### config.mk
export PLATFORM = sky130hd
export DESIGN_NAME = regfile_sequencer
export DESIGN_NICKNAME = d
export VERILOG_FILES = /design/src/rtl/regfile_sequencer.sv
export SDC_FILE = /design/constraint.sdc
export NUM_CORES = 1
export LEC_CHECK = 0
export CAP_MARGIN = 20
export CORE_UTILIZATION = 30
export DETAILED_ROUTE_END_ITERATION = 10
export SETUP_SLACK_MARGIN = 0.5
export SLEW_MARGIN = 30
export SYNTH_ARGS = -nofsm -noshare
export SYNTH_HDL_FRONTEND = slang
export SYNTH_SLANG_ARGS = --single-unit
### constraint.sdc
create_clock -name Clock -period 5.03 [get_ports Clock]
set_clock_uncertainty 0.2 [all_clocks]
set_input_delay 1.006 -clock Clock [delete_from_list [all_inputs] [get_ports Clock]]
set_output_delay 1.006 -clock Clock [all_outputs]
set_load 0.005 [all_outputs]
### src/rtl/regfile_sequencer.sv
// regfile_sequencer: one command per handshake into a 2R/1W bank; ALU/MOV = READ then WRITE, LDI = WRITE, CLR = NREG-cycle sweep.
// Cmd_Ready is high only in IDLE, so upstream stalls for the whole command. Optional FLAGS_EN adds Flag_Z/Flag_C.
module regfile_sequencer #(
  parameter int DATA_W = 8,
  parameter int ADDR_W = 4,
  parameter int NREG   = 16
) (
  input  logic              Clock,
  input  logic              Reset_n,
  input  logic              Cmd_Valid,
  output logic              Cmd_Ready,
  input  logic [2:0]        Cmd_Op,
  input  logic [ADDR_W-1:0] Cmd_Rd,
  input  logic [ADDR_W-1:0] Cmd_Ra,
  input  logic [ADDR_W-1:0] Cmd_Rb,
  input  logic [DATA_W-1:0] Cmd_Imm,
  output logic [ADDR_W-1:0] Addr_A,
  output logic [ADDR_W-1:0] Addr_B,
  input  logic [DATA_W-1:0] Out_A,
  input  logic [DATA_W-1:0] Out_B,
  output logic [ADDR_W-1:0] Addr_WR,
  output logic              WR,
  output logic [DATA_W-1:0] DIN,
  output logic              Done,
  output logic [DATA_W-1:0] Result
`ifdef FLAGS_EN
  ,
  output logic              Flag_Z,
  output logic              Flag_C
`endif
);

  localparam logic [2:0] OP_ADD = 3'b000;
  localparam logic [2:0] OP_SUB = 3'b001;
  localparam logic [2:0] OP_AND = 3'b010;
  localparam logic [2:0] OP_OR  = 3'b011;
  localparam logic [2:0] OP_XOR = 3'b100;
  localparam logic [2:0] OP_LDI = 3'b101;
  localparam logic [2:0] OP_MOV = 3'b110;
  localparam logic [2:0] OP_CLR = 3'b111;

  typedef enum logic [1:0] {ST_IDLE, ST_READ, ST_WRITE, ST_CLEAR} state_t;

  state_t            state_q, state_d;
  logic [2:0]        op_q;
  logic [ADDR_W-1:0] rd_q;
  logic [ADDR_W-1:0] addr_a_q, addr_b_q;
  logic [ADDR_W-1:0] addr_wr_q;
  logic [DATA_W-1:0] din_q;
  logic [DATA_W-1:0] result_q;
  logic [DATA_W-1:0] alu_res;
  logic              accept;
  logic              clr_last;

  assign accept   = Cmd_Valid && Cmd_Ready;
  assign clr_last = (addr_wr_q == ADDR_W'(NREG - 1));

  always_ff @(posedge Clock or negedge Reset_n) begin
    if (!Reset_n) begin
      state_q <= ST_IDLE;
    end else begin
      state_q <= state_d;
    end
  end

  always_comb begin
    state_d = state_q;
    case (state_q)
      ST_IDLE: begin
        if (Cmd_Valid) begin
          case (Cmd_Op)
            OP_LDI:  state_d = ST_WRITE;
            OP_CLR:  state_d = ST_CLEAR;
            default: state_d = ST_READ;
          endcase
        end
      end
      ST_READ:  state_d = ST_WRITE;
      ST_WRITE: state_d = ST_IDLE;
      ST_CLEAR: if (clr_last) state_d = ST_IDLE;
      default:  state_d = ST_IDLE;
    endcase
  end

  // Handshake and write strobes decode purely from state so they cannot glitch on inputs.
  always_comb begin
    Cmd_Ready = (state_q == ST_IDLE);
    WR        = (state_q == ST_WRITE) || (state_q == ST_CLEAR);
    Done      = (state_q == ST_WRITE) || ((state_q == ST_CLEAR) && clr_last);
  end

  always_comb begin
    alu_res = '0;
    case (op_q)
      OP_ADD:  alu_res = Out_A + Out_B;
      OP_SUB:  alu_res = Out_A - Out_B;
      OP_AND:  alu_res = Out_A & Out_B;
      OP_OR:   alu_res = Out_A | Out_B;
      OP_XOR:  alu_res = Out_A ^ Out_B;
      OP_MOV:  alu_res = Out_A;
      default: alu_res = '0;
    endcase
  end

  // addr_wr_q doubles as the CLEAR sweep counter; din_q holds the operand-derived result between READ and WRITE.
  always_ff @(posedge Clock or negedge Reset_n) begin
    if (!Reset_n) begin
      op_q      <= '0;
      rd_q      <= '0;
      addr_a_q  <= '0;
      addr_b_q  <= '0;
      addr_wr_q <= '0;
      din_q     <= '0;
      result_q  <= '0;
    end else begin
      if (accept) begin
        op_q <= Cmd_Op;
        rd_q <= Cmd_Rd;
        case (Cmd_Op)
          OP_LDI: begin
            addr_wr_q <= Cmd_Rd;
            din_q     <= Cmd_Imm;
          end
          OP_CLR: begin
            addr_wr_q <= '0;
            din_q     <= '0;
          end
          default: begin
            addr_a_q <= Cmd_Ra;
            addr_b_q <= Cmd_Rb;
          end
        endcase
      end
      if (state_q == ST_READ) begin
        addr_wr_q <= rd_q;
        din_q     <= alu_res;
      end
      if (state_q == ST_CLEAR) begin
        addr_wr_q <= addr_wr_q + 1'b1;
      end
      if (WR) begin
        result_q <= din_q;
      end
    end
  end

  assign Addr_A  = addr_a_q;
  assign Addr_B  = addr_b_q;
  assign Addr_WR = addr_wr_q;
  assign DIN     = din_q;
  assign Result  = result_q;

`ifdef FLAGS_EN
  logic carry_q, carry_d;
  logic flag_z_q, flag_c_q;

  // Unsigned add overflows exactly when the truncated sum is below an operand; SUB borrows when A < B.
  always_comb begin
    carry_d = ((op_q == OP_ADD) && (alu_res < Out_A)) ||
              ((op_q == OP_SUB) && (Out_A < Out_B));
  end

  always_ff @(posedge Clock or negedge Reset_n) begin
    if (!Reset_n) begin
      carry_q  <= 1'b0;
      flag_z_q <= 1'b0;
      flag_c_q <= 1'b0;
    end else begin
      if (accept) begin
        carry_q <= 1'b0;
      end
      if (state_q == ST_READ) begin
        carry_q <= carry_d;
      end
      if (Done) begin
        flag_z_q <= (din_q == '0);
        flag_c_q <= carry_q;
      end
    end
  end

  assign Flag_Z = flag_z_q;
  assign Flag_C = flag_c_q;
`endif

endmodule

# Yosys cells after proc, flatten, opt, wreduce, memory -nomap -nowiden
# Cells that the tools add are included.
# op_classes
addsub,3
eq_ne,13
mux,12
bitwise_logic,4
n_reduce_logical,15
# op_table
cell,n
case mux 8 bit (6 select lines),1
two-way mux 8 bit,2
case mux 8 bit (2 select lines),1
equality test 3 bit (second input constant),4
two-way mux 4 bit,3
adder 8 bit,1
bitwise AND 8 bit,1
bitwise OR 8 bit,1
case mux 2 bit (4 select lines),1
case mux 4 bit (2 select lines),1
AND reduction 2 bit,4
subtractor 8 bit,1
bitwise XOR 8 bit,1
equality test 3 x 2 -> 1 bit (second input constant),2
nonzero test 3 bit,2
adder 4 x 1 -> 4 bit (second input constant),1
equality test 2 bit (second input constant),2
equality test 4 bit (second input constant),1
two-way mux 2 bit,2
!= test 2 bit (second input constant),2
case mux 2 bit (2 select lines),1
nonzero test 4 bit,1
equality test 3 x 1 -> 1 bit (second input constant),1
logical NOT 3 bit,1
other kinds (7),9
# word_totals
register_bits,37
wordCells,55

# Logic depth before layout (Yosys ltp)
# depth
depth_word,5
ltp_mapped,11
ltp_nobuf,11

# Worst setup path after synthesis
# No wires, ideal clock.
# synth_timing
path_kind,input-to-reg
from,in Out_B[0]
to,"reg din_q[7], in the netlist DIN[7]"
setup_time_ns,0.126
arrival_ns,3.132
required_ns,4.704
setup_slack_ns,1.572
path_stages,11
path_buffers,0
cell_sequence,inv_1 ha_1 mux2_2 inv_1 ha_1 nor2b_4 o31a_1 or4_4 a21oi_2 xnor2_1 a221o_1
# synth_between
elab_chain_len,3
word_cells_on_any_way,4
classes_between,add/sub (2); mux (2)
# synth_lines
element,line,source
start: declaration,20,"input logic [DATA_W-1:0] Out_B,"
subtractor 8 bit / adder 8 bit (equally long branches),"96, 95",
case mux 8 bit (6 select lines) (*),94,case (op_q)
two-way mux 8 bit (*),134,if (state_q == ST_READ) begin
end signal: assignment,122,din_q <= Cmd_Imm;
end signal: assignment,136,din_q <= alu_res;
end: declaration,49,logic [DATA_W-1:0] din_q;
# Mark *: on every way between the ends. The rest lies on a longest branch, timed or not.
# A chain may end at the register's enable or synchronous reset.

# Worst setup path after layout
# Ends and elaborated chain as after synthesis.

==> results.md <==
- Status: complete, no violations
- Total GRT Usage: 0.146
- Ys flop type: dfrtp_1
- H-tree Lvls: 2
- Instance area at placement: 0.00342 mm2
- Tmin final: 3.87 ns
- Final Core Density: 0.424
- Full die area: 0.00914 mm2
- Wirelength per Cell: 14.0 um
- Max-slew violations: 0
- PortBufs: 72
- Leakage power: 0.00151 uW
- Hold-critical path depth: 1
- Hold path endpoint: Result[0]$_DFFE_PN0P_
- RSZ-0062 raised after global routing: false
- Internal reg-to-reg setup slack: 1.41 ns
- Row count: 33
- Post-Syn Area: 0.00263 mm2
- DRT Pass-1 Iters: 4
- Die Y: 95.6 um
- Post-route ant nets: 0
- Critical Path Slowest Stage Cell: clkdlybuf4s50_1
- Initial antenna violation count: 0
- Post-CTS Setup Inserts: 0
- Crit path depth: 12
- Initial DRC Count: 82
- CTS Buf Count: 5
- Share of layout cells above drive strength 1: 0.0580
- Headroom to the max-slew limit: 0.449
- Pwr per Cell Area: 532 mW/mm2
- Clock tree from TritonCTS: built
- Post-synth cell types: 47
- Worst r2r path cells: 10
- Pwr Total: 1880 uW
- DRC violations left: 0
- Root buf cell: clkbuf_8
- Fillers: 811
- Vias per cell: 4.92
- Syn nets: 346
- Final number of setup-violating endpoints: 0
- Crit path max-delay family: compound AO/OA/AOI/OAI gates
- Share of flip-flops with an asynchronous set or reset: 1.00
- Count leader, synth: dfrtp_1
- Fin crit share: 0.769
- Total negative slack: 0 ns
- Reg area: 926 um2
- Avg Synthesized Cell Area: 9.46 um2
- Peak VDD IR: 0.151 mV
- R2r endpoint: DIN[7]$_DFFE_PN0P_
- Slew @ Worst Pin: 0.826 ns
- Number of global-route vias before repair: 2088
- CP Class: primary input to register
- Max stage delay on crit path: 0.53 ns
- Worst path cell trace: clkdlybuf4s50_1 > inv_1 > ha_1 > mux2_2 > inv_1 > ha_1 > nor2b_4 > o31a_1 > or4_4 > a21oi_2 > xnor2_1 > a221o_1
- Fin nets: 412
- Arr. time, crit path: 3.83 ns
- Max FO, Critical Path: 4
- DR vias: 2216
- Post-synth top area share: 0.352
- Final Hold Fails: 0
- Routed Wire Length: 6280 um
- CTS sink count: 37
- Worst setup SP type: primary input
- Diodes inserted: 0
- DP Wirelength: 4880 um
- Clock Pin Slew Worst Setup and Hold Paths: 0.06 ns
- Gpl congestion: 0.826
- Core area: 0.00834 mm2
- Register area share after synthesis: 0.352
- Clock buffer depth: 2
- Buf/Inv on CP: 3
- Area grow syn2layout: 34.6%
- Crit path required time: 4.99 ns
- Area of the multi-input gates: 0.00158 mm2
- Number of flops mapped to enable cells by yosys: 0
- Largest net degree at the start of global routing: 38
- First-pass GRT wire length: 10300 um
- Overflow after GRT: 0
- Max-cap violations: 0
- HP Start: Result[0]$_DFFE_PN0P_
- Commonest cells in the netlist: 37 x dfrtp_1, 25 x ha_1, 23 x mux2_1
- Yosys warns: 0
- HP Class: register to register
- Design Area, Final: 0.00354 mm2
- Cts hold-fix bufs: 0
- Die Wd: 95.6 um
- RR Startpoint: op_q[0]$_DFFE_PN0P_
- Initial core utilization: 0.315
- Critical Path Sink Type: register
- Io pins: 73
- FMAX: 259 MHz
- Area leader, netlist: dfrtp_1
- Cts repair resizes: 0
- Critical path startpoint: Out_B[0]
- Cells after Synth: 278
- Top post-synthesis cells by area: dfrtp_1 35%, ha_1 12%, mux2_1 9.9%
- #FFs+latches synth: 37
- Clock Latency Late Sink: 0.28 ns
[worst max path at each step]
stage / to / slack (ns)
2_1_floorplan: DIN[7]$_DFFE_PN0P_ / 1.57
5_1_grt: DIN[7]$_DFFE_PN0P_ / 1.08
3_3_place_gp: DIN[7]$_DFFE_PN0P_ / 0.94
4_1_cts: DIN[7]$_DFFE_PN0P_ / 1.18
6_report: DIN[7]$_DFFE_PN0P_ / 1.16
3_5_place_dp: DIN[7]$_DFFE_PN0P_ / 0.88
[metrics by stage]
step                      instances  worst slack, ns  hold slack [ns]
final                           450             1.16            0.288
after global routing            450             1.08            0.311
after CTS                       450             1.18            0.291
after detailed placement        442            0.883            0.276
after global placement          442            0.939            0.267
after floorplan                 278             1.57            0.275
[cell type report]
cell class | count | share of cell area
multi-input combinational | 210 | 0.447
timing repair buffer | 72 | 0.202
clock inverter | 1 | 0.00848
tap | 105 | 0.0371
inverter | 18 | 0.0191
clock buffer | 7 | 0.0244
sequential | 37 | 0.262
[layout by cell type (no fill, tap or decap), drive strengths merged, types with 2 or more instances in the layout]
cell / n
a211oi: 4
a21oi: 13
a221oi: 3
a22oi: 5
a31oi: 5
clkbuf: 7
clkdlybuf4s50: 71
dfrtp: 37
ha: 25
inv: 18
mux2: 29
mux2i: 3
nand2: 22
nand2b: 5
nand3: 7
nor2: 22
nor2b: 7
nor3: 7
o21a: 4
o21ai: 20
o22a: 2
o31ai: 2
xnor2: 8
[where the power goes]
| part | total (uW) | internal (uW) | switching (uW) |
|---|---|---|---|
| combinational | 987 | 565 | 422 |
| sequential | 638 | 445 | 193 |
| clock | 256 | 161 | 94.5 |
| total | 1880 | 1170 | 710 |
[state kept, by name (all words and copies together), names as in the netlist]
name	flops
Addr_A	4
op_q	3
state_q	2
Addr_B	4
rd_q	4
DIN	8
Addr_WR	4
Result	8
[cells by family after synthesis]
group | Yosys count | synth area share
and+or+nand+nor | 75 | 0.138
AOI/OAI and AO/OA | 68 | 0.169
DFF | 37 | 0.352
muxes | 32 | 0.136
buffers and inverters | 31 | 0.0457
adders and majority gates | 26 | 0.127
xor gates and xnor gates | 9 | 0.0328
[routing by layer]
layer | up-vias | part of all wire | routed length (um) | global-route usage
met5 | - | 0 | 0 | 0
met1 | 1030 | 0.49 | 3070 | 0.205
met2 | 61 | 0.45 | 2810 | 0.232
met4 | 0 | 0.014 | 87 | 0.0448
met3 | 7 | 0.049 | 310 | 0.0223
li1 | 1118 | - | - | -
Note: power is estimated with default switching activity, not from simulation.
